## src/rtl/exec_unit.sv

```systemverilog
// Register-file execute unit: single-cycle ALU ops plus a bit-serial shift-add multiplier.
// Latency: 1 cycle for ALU ops; DATA_WIDTH+1 cycles for MUL (result in the cycle after the last iteration).
// Backpressure: in_ready drops while a MUL iterates; offers made while busy are dropped, never queued.
module exec_unit #(
    parameter int DATA_WIDTH = 8
) (
    input  logic                  clk,
    input  logic                  rst,
    input  logic                  in_valid,
    output logic                  in_ready,
    input  logic [2:0]            op,
    input  logic [2:0]            rd_in,
    input  logic [DATA_WIDTH-1:0] a,
    input  logic [DATA_WIDTH-1:0] b,
    output logic                  wr_en,
    output logic [2:0]            rd,
    output logic [DATA_WIDTH-1:0] din,
    output logic                  zero,
    output logic                  carry
);

    localparam int SHW = $clog2(DATA_WIDTH);

    localparam logic [2:0] OP_ADD = 3'b000;
    localparam logic [2:0] OP_SUB = 3'b001;
    localparam logic [2:0] OP_AND = 3'b010;
    localparam logic [2:0] OP_OR  = 3'b011;
    localparam logic [2:0] OP_XOR = 3'b100;
    localparam logic [2:0] OP_MUL = 3'b101;
    localparam logic [2:0] OP_SLL = 3'b110;
    localparam logic [2:0] OP_SRL = 3'b111;

    typedef enum logic {
        IDLE = 1'b0,
        MUL  = 1'b1
    } state_t;

    typedef struct packed {
        logic [DATA_WIDTH-1:0] val;
        logic                  carry;
    } alu_res_t;

    state_t                    state_q, state_d;
    logic [SHW-1:0]            cnt_q, cnt_d;
    logic [2*DATA_WIDTH-1:0]   mcand_q, mcand_d;
    logic [DATA_WIDTH-1:0]     mplier_q, mplier_d;
    logic [2*DATA_WIDTH-1:0]   acc_q, acc_d;
    logic [2:0]                mul_rd_q, mul_rd_d;
    logic                      wr_en_q, wr_en_d;
    logic [2:0]                rd_q, rd_d;
    logic [DATA_WIDTH-1:0]     din_q, din_d;
    logic                      zero_q, zero_d;
    logic                      carry_q, carry_d;

    logic [DATA_WIDTH:0]       sum_ext;
    logic [SHW-1:0]            shamt;
    alu_res_t                  alu;
    logic [2*DATA_WIDTH-1:0]   acc_step;
    logic                      mul_last;

    logic                      pres;
    logic [2:0]                pres_rd;
    logic [DATA_WIDTH-1:0]     pres_val;
    logic                      pres_carry;

    assign in_ready = (state_q == IDLE);
    assign wr_en    = wr_en_q;
    assign rd       = rd_q;
    assign din      = din_q;
    assign zero     = zero_q;
    assign carry    = carry_q;

    assign sum_ext  = {1'b0, a} + {1'b0, b};
    assign shamt    = b[SHW-1:0];
    assign acc_step = mplier_q[0] ? (acc_q + mcand_q) : acc_q;
    assign mul_last = (cnt_q == SHW'(DATA_WIDTH - 1));

    always_comb begin
        alu = '0;
        case (op)
            OP_ADD: begin
                alu.val   = sum_ext[DATA_WIDTH-1:0];
                alu.carry = sum_ext[DATA_WIDTH];
            end
            OP_SUB: begin
                alu.val   = a - b;
                alu.carry = (a < b);
            end
            OP_AND: alu.val = a & b;
            OP_OR:  alu.val = a | b;
            OP_XOR: alu.val = a ^ b;
            OP_SLL: alu.val = a << shamt;
            OP_SRL: alu.val = a >> shamt;
            default: alu = '0;
        endcase
    end

    always_comb begin
        state_d    = state_q;
        cnt_d      = cnt_q;
        mcand_d    = mcand_q;
        mplier_d   = mplier_q;
        acc_d      = acc_q;
        mul_rd_d   = mul_rd_q;
        wr_en_d    = 1'b0;
        rd_d       = rd_q;
        din_d      = din_q;
        zero_d     = zero_q;
        carry_d    = carry_q;
        pres       = 1'b0;
        pres_rd    = '0;
        pres_val   = '0;
        pres_carry = 1'b0;

        case (state_q)
            IDLE: begin
                if (in_valid) begin
                    if (op == OP_MUL) begin
                        state_d  = MUL;
                        mcand_d  = {{DATA_WIDTH{1'b0}}, a};
                        mplier_d = b;
                        acc_d    = '0;
                        cnt_d    = '0;
                        mul_rd_d = rd_in;
                    end else begin
                        pres       = 1'b1;
                        pres_rd    = rd_in;
                        pres_val   = alu.val;
                        pres_carry = alu.carry;
                    end
                end
            end
            MUL: begin
                // One multiplier bit per edge; the final edge also publishes the product.
                acc_d    = acc_step;
                mcand_d  = mcand_q << 1;
                mplier_d = mplier_q >> 1;
                cnt_d    = cnt_q + SHW'(1);
                if (mul_last) begin
                    state_d    = IDLE;
                    cnt_d      = '0;
                    pres       = 1'b1;
                    pres_rd    = mul_rd_q;
                    pres_val   = acc_step[DATA_WIDTH-1:0];
                    pres_carry = |acc_step[2*DATA_WIDTH-1:DATA_WIDTH];
                end
            end
            default: state_d = IDLE;
        endcase

        // Register 0 is never written, but flags still reflect the discarded result.
        if (pres) begin
            wr_en_d = (pres_rd != 3'd0);
            zero_d  = (pres_val == '0);
            carry_d = pres_carry;
            if (pres_rd != 3'd0) begin
                rd_d  = pres_rd;
                din_d = pres_val;
            end
        end
    end

    always_ff @(posedge clk) begin
        if (rst) begin
            state_q  <= IDLE;
            cnt_q    <= '0;
            mcand_q  <= '0;
            mplier_q <= '0;
            acc_q    <= '0;
            mul_rd_q <= '0;
            wr_en_q  <= 1'b0;
            rd_q     <= '0;
            din_q    <= '0;
            zero_q   <= 1'b0;
            carry_q  <= 1'b0;
        end else begin
            state_q  <= state_d;
            cnt_q    <= cnt_d;
            mcand_q  <= mcand_d;
            mplier_q <= mplier_d;
            acc_q    <= acc_d;
            mul_rd_q <= mul_rd_d;
            wr_en_q  <= wr_en_d;
            rd_q     <= rd_d;
            din_q    <= din_d;
            zero_q   <= zero_d;
            carry_q  <= carry_d;
        end
    end

endmodule

```

## config.mk

```make
export PLATFORM = sky130hd
export DESIGN_NAME = exec_unit
export DESIGN_NICKNAME = d
export VERILOG_FILES = /design/src/rtl/exec_unit.sv
export SDC_FILE = /design/constraint.sdc
export NUM_CORES = 1
export LEC_CHECK = 0
export CORE_UTILIZATION = 40
export CTS_CLUSTER_SIZE = 14
export DETAILED_ROUTE_END_ITERATION = 12
export GPL_ROUTABILITY_DRIVEN = 0
export REMOVE_ABC_BUFFERS = 1
export SETUP_SLACK_MARGIN = 0.1
export SLEW_MARGIN = 10
export SYNTH_ARGS = -nofsm -noshare
export SYNTH_HDL_FRONTEND = slang
export SYNTH_SLANG_ARGS = --single-unit
```

## constraint.sdc

```tcl
create_clock -name clk -period 2.8 [get_ports clk]
set_input_delay 0.7 -clock clk [delete_from_list [all_inputs] [get_ports clk]]
set_output_delay 0.7 -clock clk [all_outputs]
set_load 0.01 [all_outputs]
```

==> impl_metrics.env, run 1 <==
export IMPL_clk_latency_ns=0.34
export IMPL_violations="negative setup slack"
export IMPL_power_leakage_nw=3.25
export IMPL_path_class="input pin to register"
export IMPL_place_ws_ns=-0.898
export IMPL_cp_top_family="simple AND/OR/NAND/NOR gates"
export IMPL_irDropWorstVdd_uv=333
export IMPL_reg2reg_depth=10
export IMPL_clock_sinks=61
export IMPL_cts_buffers=9
export IMPL_status="finished with violations"
export IMPL_slowest_stage="or4_4"
export IMPL_row_count=41
export IMPL_yosysWarnings=0
export IMPL_post_drt_wl_per_cell_um=16.6
export IMPL_power_switching_mw=0.768
export IMPL_worst_hold_slack_ns=0.451
export IMPL_crit_end="zero"
export IMPL_p_int_mw=2.14
export IMPL_worst_slack_ns=-0.111
export IMPL_synth_avg_cell_area_sq_um=7.59
export IMPL_cap_violations=0
export IMPL_worst_pin_slew_ns=0.644
export IMPL_start_util_pct=41.1
export IMPL_worst_setup_path_end_kind="register"
export IMPL_track_usage_pct=25.7
export IMPL_clockBufferDepth=2
export IMPL_crit_chain="buf_6 > buf_6 > ha_4 > fa_1 > mux2i_1 > o22ai_1 > nor2_1 > a2bb2oi_2 > a21oi_1 > or4_4 > nor4b_4 > a32o_1"
export IMPL_fin_worst_skew_ns=0.00827
export IMPL_arrival_ns=3.19
export IMPL_reg2reg_slack_ns=0.18
export IMPL_syn_inst=683
export IMPL_start_kind="input pin"
export IMPL_rsz0062_at_grt="yes"
export IMPL_hp_start="din[4]"
export IMPL_drt_initial_drc_count=386
export IMPL_first_pass_iters=5
export IMPL_yosysTopAreaCell="dfxtp_1"
export IMPL_startpoint="a[0]"
export IMPL_pwr_share_comb_pct=25.0
export IMPL_swShare_pct=26.4
export IMPL_hold_class="register to register"
export IMPL_fp_dieW_um=116
export IMPL_hold_viol_final=0
export IMPL_via_per_inst=5.63
export IMPL_routed_wl_um=16800
export IMPL_yosys_register_bits=61
export IMPL_drive_above_1_share_pct=29.8
export IMPL_period_share_pct=104
export IMPL_slew_headroom_pct=57.1
export IMPL_r2r_end="carry"
export IMPL_core_area_sq_um=12600
export IMPL_synth_ff_type="dfxtp_1"
export IMPL_grt_overflow_total=0
export IMPL_grt_pass1_wl_um=27000
export IMPL_setup_violations=1
export IMPL_cts_root_buf="clkbuf_16"
export IMPL_antenna_found_initial=0
export IMPL_clkPwrFrac_pct=43.9
export IMPL_yosys_top_cells_area="dfxtp_1 24%, ha_1 10%, a21oi_1 8.8%"
export IMPL_die_area_sq_um=13400
export IMPL_cpMostUsedCell="buf_6"
export IMPL_slowest_delay_ns=0.54
export IMPL_ys_types=75
export IMPL_utilization_pct=59.1
export IMPL_timing_rr_start="mcand_q[0]"
export IMPL_cts_tree="done"
export IMPL_grt_pass1_vias=5480
export IMPL_synth_top_cell_area_share_pct=23.6
export IMPL_layout_nets=906
export IMPL_area_growth_pct=44.0
export IMPL_cp_num_cells=12
export IMPL_seqPwrFrac_pct=31.1
export IMPL_required_ns=3.08
export IMPL_synthesis_area_sq_um=5180
export IMPL_grt_max_degree=61
export IMPL_yosysSeqAreaShare_pct=23.6
export IMPL_ioPinCount=40
export IMPL_power_density_nw_per_um2=390
export IMPL_clock_fmax_ghz=0.344
export IMPL_ant_nets=0
export IMPL_dp_hpwl_um=12600
export IMPL_via_count=5706
export IMPL_cp_max_fo=2
export IMPL_cts_reportedPaths_clkPinSlew_ns=0.06
export IMPL_crit_buf_inv=2
export IMPL_htree_levels=3
export IMPL_antenna_diode_count=0
export IMPL_final_min_clock_period_ns=2.91
export IMPL_synthArstFlopShare_pct=0
export IMPL_io_buffer_count=39
export IMPL_die_y_um=116
export IMPL_drv_slew=0
export IMPL_drc=0
export IMPL_synth_edff_count=0
==> worst register-to-register path: cells and delay by family (launching register included) <==
| kind | cells | cell delay, ns |
|---|---|---|
| fa+ha+maj | 2 | 0.51 |
| flops | 1 | 0.33 |
| mux | 1 | 0.38 |
| compound gates | 7 | 1.24 |
==> flip-flops by register name, summed over array words and instances, names as in the netlist <==
register  flops
zero          1
wr_en         1
mplier_q      8
state_q       1
mcand_q      16
acc_q        16
mul_rd_q      3
carry         1
din           8
rd            3
cnt_q         3
==> routing by layer <==
metal,GRT usage (%),vias up,part of all wire (%)
li1,-,2765,-
met1,34.1,2732,45
met2,42.7,179,47
met3,4.86,30,5.4
met4,7.18,0,1.9
met5,0,-,0
==> cells in the mapped netlist, types with 3 or more instances <==
library cell / count
o22ai_1: 6
o211ai_1: 3
nor2_1: 85
nand3_1: 26
mux2i_1: 16
mux2_2: 8
fa_1: 3
a21o_1: 10
buf_1: 4
or3_1: 4
a221oi_1: 4
inv_1: 32
o31ai_1: 4
a31oi_1: 7
a22oi_1: 12
and3_1: 18
nand2b_1: 8
dfxtp_1: 61
mux4_2: 5
ha_1: 42
nor2b_1: 3
and2_1: 5
o21bai_1: 5
nand3b_1: 7
xnor2_1: 15
clkbuf_1: 40
a21oi_1: 91
a211oi_1: 15
nor3_1: 13
o21ai_0: 20
nand2_1: 54
==> cell type report <==
cell class | count | area [sq um]
fill | 1174 | 5160
multi-input combinational | 540 | 3990
timing repair buffer | 190 | 1560
sequential | 61 | 1220
clock buffer | 12 | 246
tap | 172 | 215
inverter | 34 | 128
clock inverter | 4 | 95.1
==> power groups by stage <==
stage | clock, mW | combinational (mW) | sequential (mW)
after floorplan | 0 | 0.284 | 0.933
after CTS | 1.30 | 0.682 | 0.905
final | 1.28 | 0.729 | 0.905
after global placement | 0 | 0.635 | 0.922
after global routing | 1.34 | 0.783 | 0.907
after detailed placement | 0 | 0.644 | 0.922
==> metrics by stage <==
step | total power, mW | setup TNS (ns) | area [sq um] | instances
after floorplan | 1.22 | -0.131 | 4980 | 635
after global placement | 1.56 | -5.91 | 6630 | 983
after detailed placement | 1.57 | -5.87 | 6630 | 983
after CTS | 2.89 | -0.0692 | 7230 | 1009
after global routing | 3.03 | -0.193 | 7460 | 1013
final | 2.91 | -0.111 | 7460 | 1013
==> cell families after synthesis <==
logic type               synth area share [%]
AND/OR/NAND/NOR                          22.4
adder cells (fa/ha/maj)                  11.3
XOR/XNOR                                 2.87
AO/OA/AOI/OAI                            25.4
multiplexers                             8.09
flip-flops                               23.6
buffers and inverters                    6.40
==> what timing repair did <==
item                                    CTS  global route
pin swaps                                25            25
hold buffers                              0             0
resized for setup                        69            42
setup buffers                            10             4
hold endpoints to repair                  0             0
endpoints found under the setup margin    9            15
==> worst min path at each step <==
stage	endpoint	slack, ns	cells after the start
CTS	din[4]	0.45	2
floorplan	mul_rd_q[0]	0.43	2
global placement	din[0]	0.44	2
detailed placement	din[4]	0.44	2
finish	din[4]	0.45	2
global route	rd[0]	0.47	2
==> placed cells by master (no fill, tap or decap), drive strengths merged, types with 12 or more instances in the layout <==
master,count
clkdlybuf4s50,26
nand2,55
a21oi,91
clkbuf,13
o21ai,21
inv,33
xnor2,15
and3,18
buf,155
nand3,26
mux2i,16
a22oi,12
a211oi,15
nor3,13
ha,42
dfxtp,61
nor2,85
Power figures use the tool's default switching activity.
==> run 2: changes to the inputs <==
CORE_UTILIZATION = 54   (was 40)
PLACE_DENSITY = 0.78   (was default)
==> run 2 against run 1 <==
  * The flow still finishes with violations (negative setup slack)
  * Hold slack gained 0.0057 ns
  * Register-to-register slack lost 0.10 ns
  * Cell count shrank 5.4%
  * Sequential power is essentially flat
  * Count of clock-buffer cells in the layout shrank 1
  * Cell area shrank 3.3%
  * Clock power shrank 36%
  * Highest routed layer unchanged
==> impl_metrics.env, run 2 (synthesized netlist as in run 1, its figures left out) <==
export IMPL_status="finished with violations"
export IMPL_violations="negative setup slack"
export IMPL_worst_pin_slew_ns=0.525
export IMPL_fill_cells=604
export IMPL_cp_top_family="simple AND/OR/NAND/NOR gates"
export IMPL_antenna_diode_count=0
export IMPL_timing_rr_start="acc_q[3]"
export IMPL_cts_buffers=9
export IMPL_layout_nets=894
export IMPL_arrival_ns=3.13
export IMPL_startpoint="b[0]"
export IMPL_required_ns=3.09
export IMPL_core_area_sq_um=9280
export IMPL_drt_initial_drc_count=776
export IMPL_path_class="input pin to register"
export IMPL_track_usage_pct=34.2
export IMPL_hp_start="din[5]"
export IMPL_die_y_um=100
export IMPL_power_density_nw_per_um2=344
export IMPL_via_per_inst=6.44
export IMPL_fp_dieW_um=100
export IMPL_ioPinCount=40
export IMPL_dp_cells=932
export IMPL_grt_pass1_vias=5499
export IMPL_power_leakage_nw=3.19
export IMPL_period_share_pct=101
export IMPL_row_count=35
export IMPL_slowest_delay_ns=0.53
export IMPL_io_buffer_count=39
export IMPL_area_growth_pct=39.3
export IMPL_grt_max_degree=34
export IMPL_cap_violations=0
export IMPL_final_common_cell="buf_4"
export IMPL_worst_setup_path_end_kind="register"
export IMPL_setup_violations=2
export IMPL_start_kind="input pin"
export IMPL_drive_above_1_share_pct=30.0
export IMPL_clock_fmax_ghz=0.352
export IMPL_cts_tree="done"
export IMPL_fin_worst_skew_ns=0.00727
export IMPL_cts_reportedPaths_clkPinSlew_ns=0.07
export IMPL_layout_common_cells="128 x buf_4, 85 x a21oi_1, 84 x nor2_1"
export IMPL_clock_sinks=61
export IMPL_first_pass_iters=7
export IMPL_rsz0062_at_grt="yes"
export IMPL_cpMostUsedCell="a21oi_2"
export IMPL_via_count=6170
export IMPL_layout_cells_non_filler=958
export IMPL_dp_hpwl_um=12400
export IMPL_ant_nets=0
export IMPL_drv_slew=0
export IMPL_slowest_stage="or4_4"
export IMPL_worst_slack_ns=-0.0410
export IMPL_drc=0
export IMPL_hold_viol_final=0
export IMPL_htree_levels=3
export IMPL_routed_wl_um=18800
export IMPL_hold_class="register to register"
export IMPL_crit_chain="buf_2 > ha_4 > fa_1 > mux2_4 > o21ai_0 > a21oi_2 > a2bb2oi_2 > a21oi_2 > or4_4 > nor4b_4 > a32o_1"
export IMPL_post_drt_wl_per_cell_um=19.6
export IMPL_start_util_pct=55.8
export IMPL_cp_max_fo=4
export IMPL_final_min_clock_period_ns=2.84
export IMPL_antenna_found_initial=0
export IMPL_reg2reg_slack_ns=0.08
export IMPL_place_ws_ns=-0.873
export IMPL_grt_pass1_wl_um=26900
export IMPL_top_regs="acc_q: 16 flops, mcand_q: 16 flops"
export IMPL_clk_latency_ns=0.35
export IMPL_grt_overflow_total=0
export IMPL_crit_buf_inv=1
export IMPL_die_area_sq_um=9990
export IMPL_slew_headroom_pct=64.7
export IMPL_clockBufferDepth=2
export IMPL_cts_root_buf="clkbuf_8"
export IMPL_irDropWorstVdd_uv=333
## run 2: cell types whose count changed in the layout (fill, tap and decap cells not counted), sizes merged
cell / previous run / this run
inv: 33 / 35
clkbuf: 13 / 12
clkdlybuf4s15: 1 / 0
dlymetal6s2s: 2 / 8
clkdlybuf4s50: 26 / 24
buf: 155 / 143
bufinv: 3 / 1
clkinv: 2 / 1
clkinvlp: 0 / 2
dlygate4sd2: 5 / 2
## run 2: final timing paths
kind,end,cells after the start
min reg2reg,din[5],2
min,din[5],2
max,zero,11
max reg2reg,carry,10
## run 2: repair_timing
item,CTS,global route
gates resized for setup,39,80
cloned,0,0
pin swaps,16,32
setup endpoints to repair,9,11
setup buffers,8,5
hold buffers,0,0
endpoints found under the hold margin,0,0
## run 2: cell type report
cell class / count / area [sq um] / share of cell area [%]
multi-input cells: 540 / 4010 / 55.5
flip-flops and latches: 61 / 1220 / 17.0
inverters: 34 / 128 / 1.77
clock buffers: 11 / 141 / 1.96
clock inverters: 5 / 58.8 / 0.815
repair buffers: 178 / 1500 / 20.7
well taps: 129 / 161 / 2.24
## run 2: through the flow
| stage | power, mW | util [%] | setup TNS (ns) | area, sq um | hold slack (ns) |
|---|---|---|---|---|---|
| global route | 2.57 | 77.7 | -0.309 | 7220 | 0.481 |
| detailed placement | 1.57 | 70.2 | -5.56 | 6520 | 0.451 |
| floorplan | 1.22 | - | -0.131 | 4980 | 0.431 |
| global placement | 1.56 | 70.2 | -4.90 | 6520 | 0.442 |
| finish | 2.49 | 77.7 | -0.0661 | 7220 | 0.457 |
| CTS | 2.39 | 74.1 | -0.113 | 6880 | 0.461 |
## run 2: per-layer routing
metal / wire [um] / global-route usage (%) / share of wire (%)
met1: 7160 / 45.8 / 38
met2: 8570 / 54.7 / 46
met3: 2010 / 5.22 / 11
met4: 1020 / 14.4 / 5.4
met5: 0 / 0 / 0
## run 2: tightest hold or removal path, stage by stage, from the launching register on
cell	delay, ns
dfxtp_1	0.31
nand2_1	0.05
a21oi_1	0.05
## run 2: power breakdown
group	leakage [nW]	total [mW]	switching, mW	internal, mW
clock	0.0959	0.813	0.376	0.437
sequential	0.495	0.904	0.0151	0.889
combinational	2.60	0.769	0.394	0.375
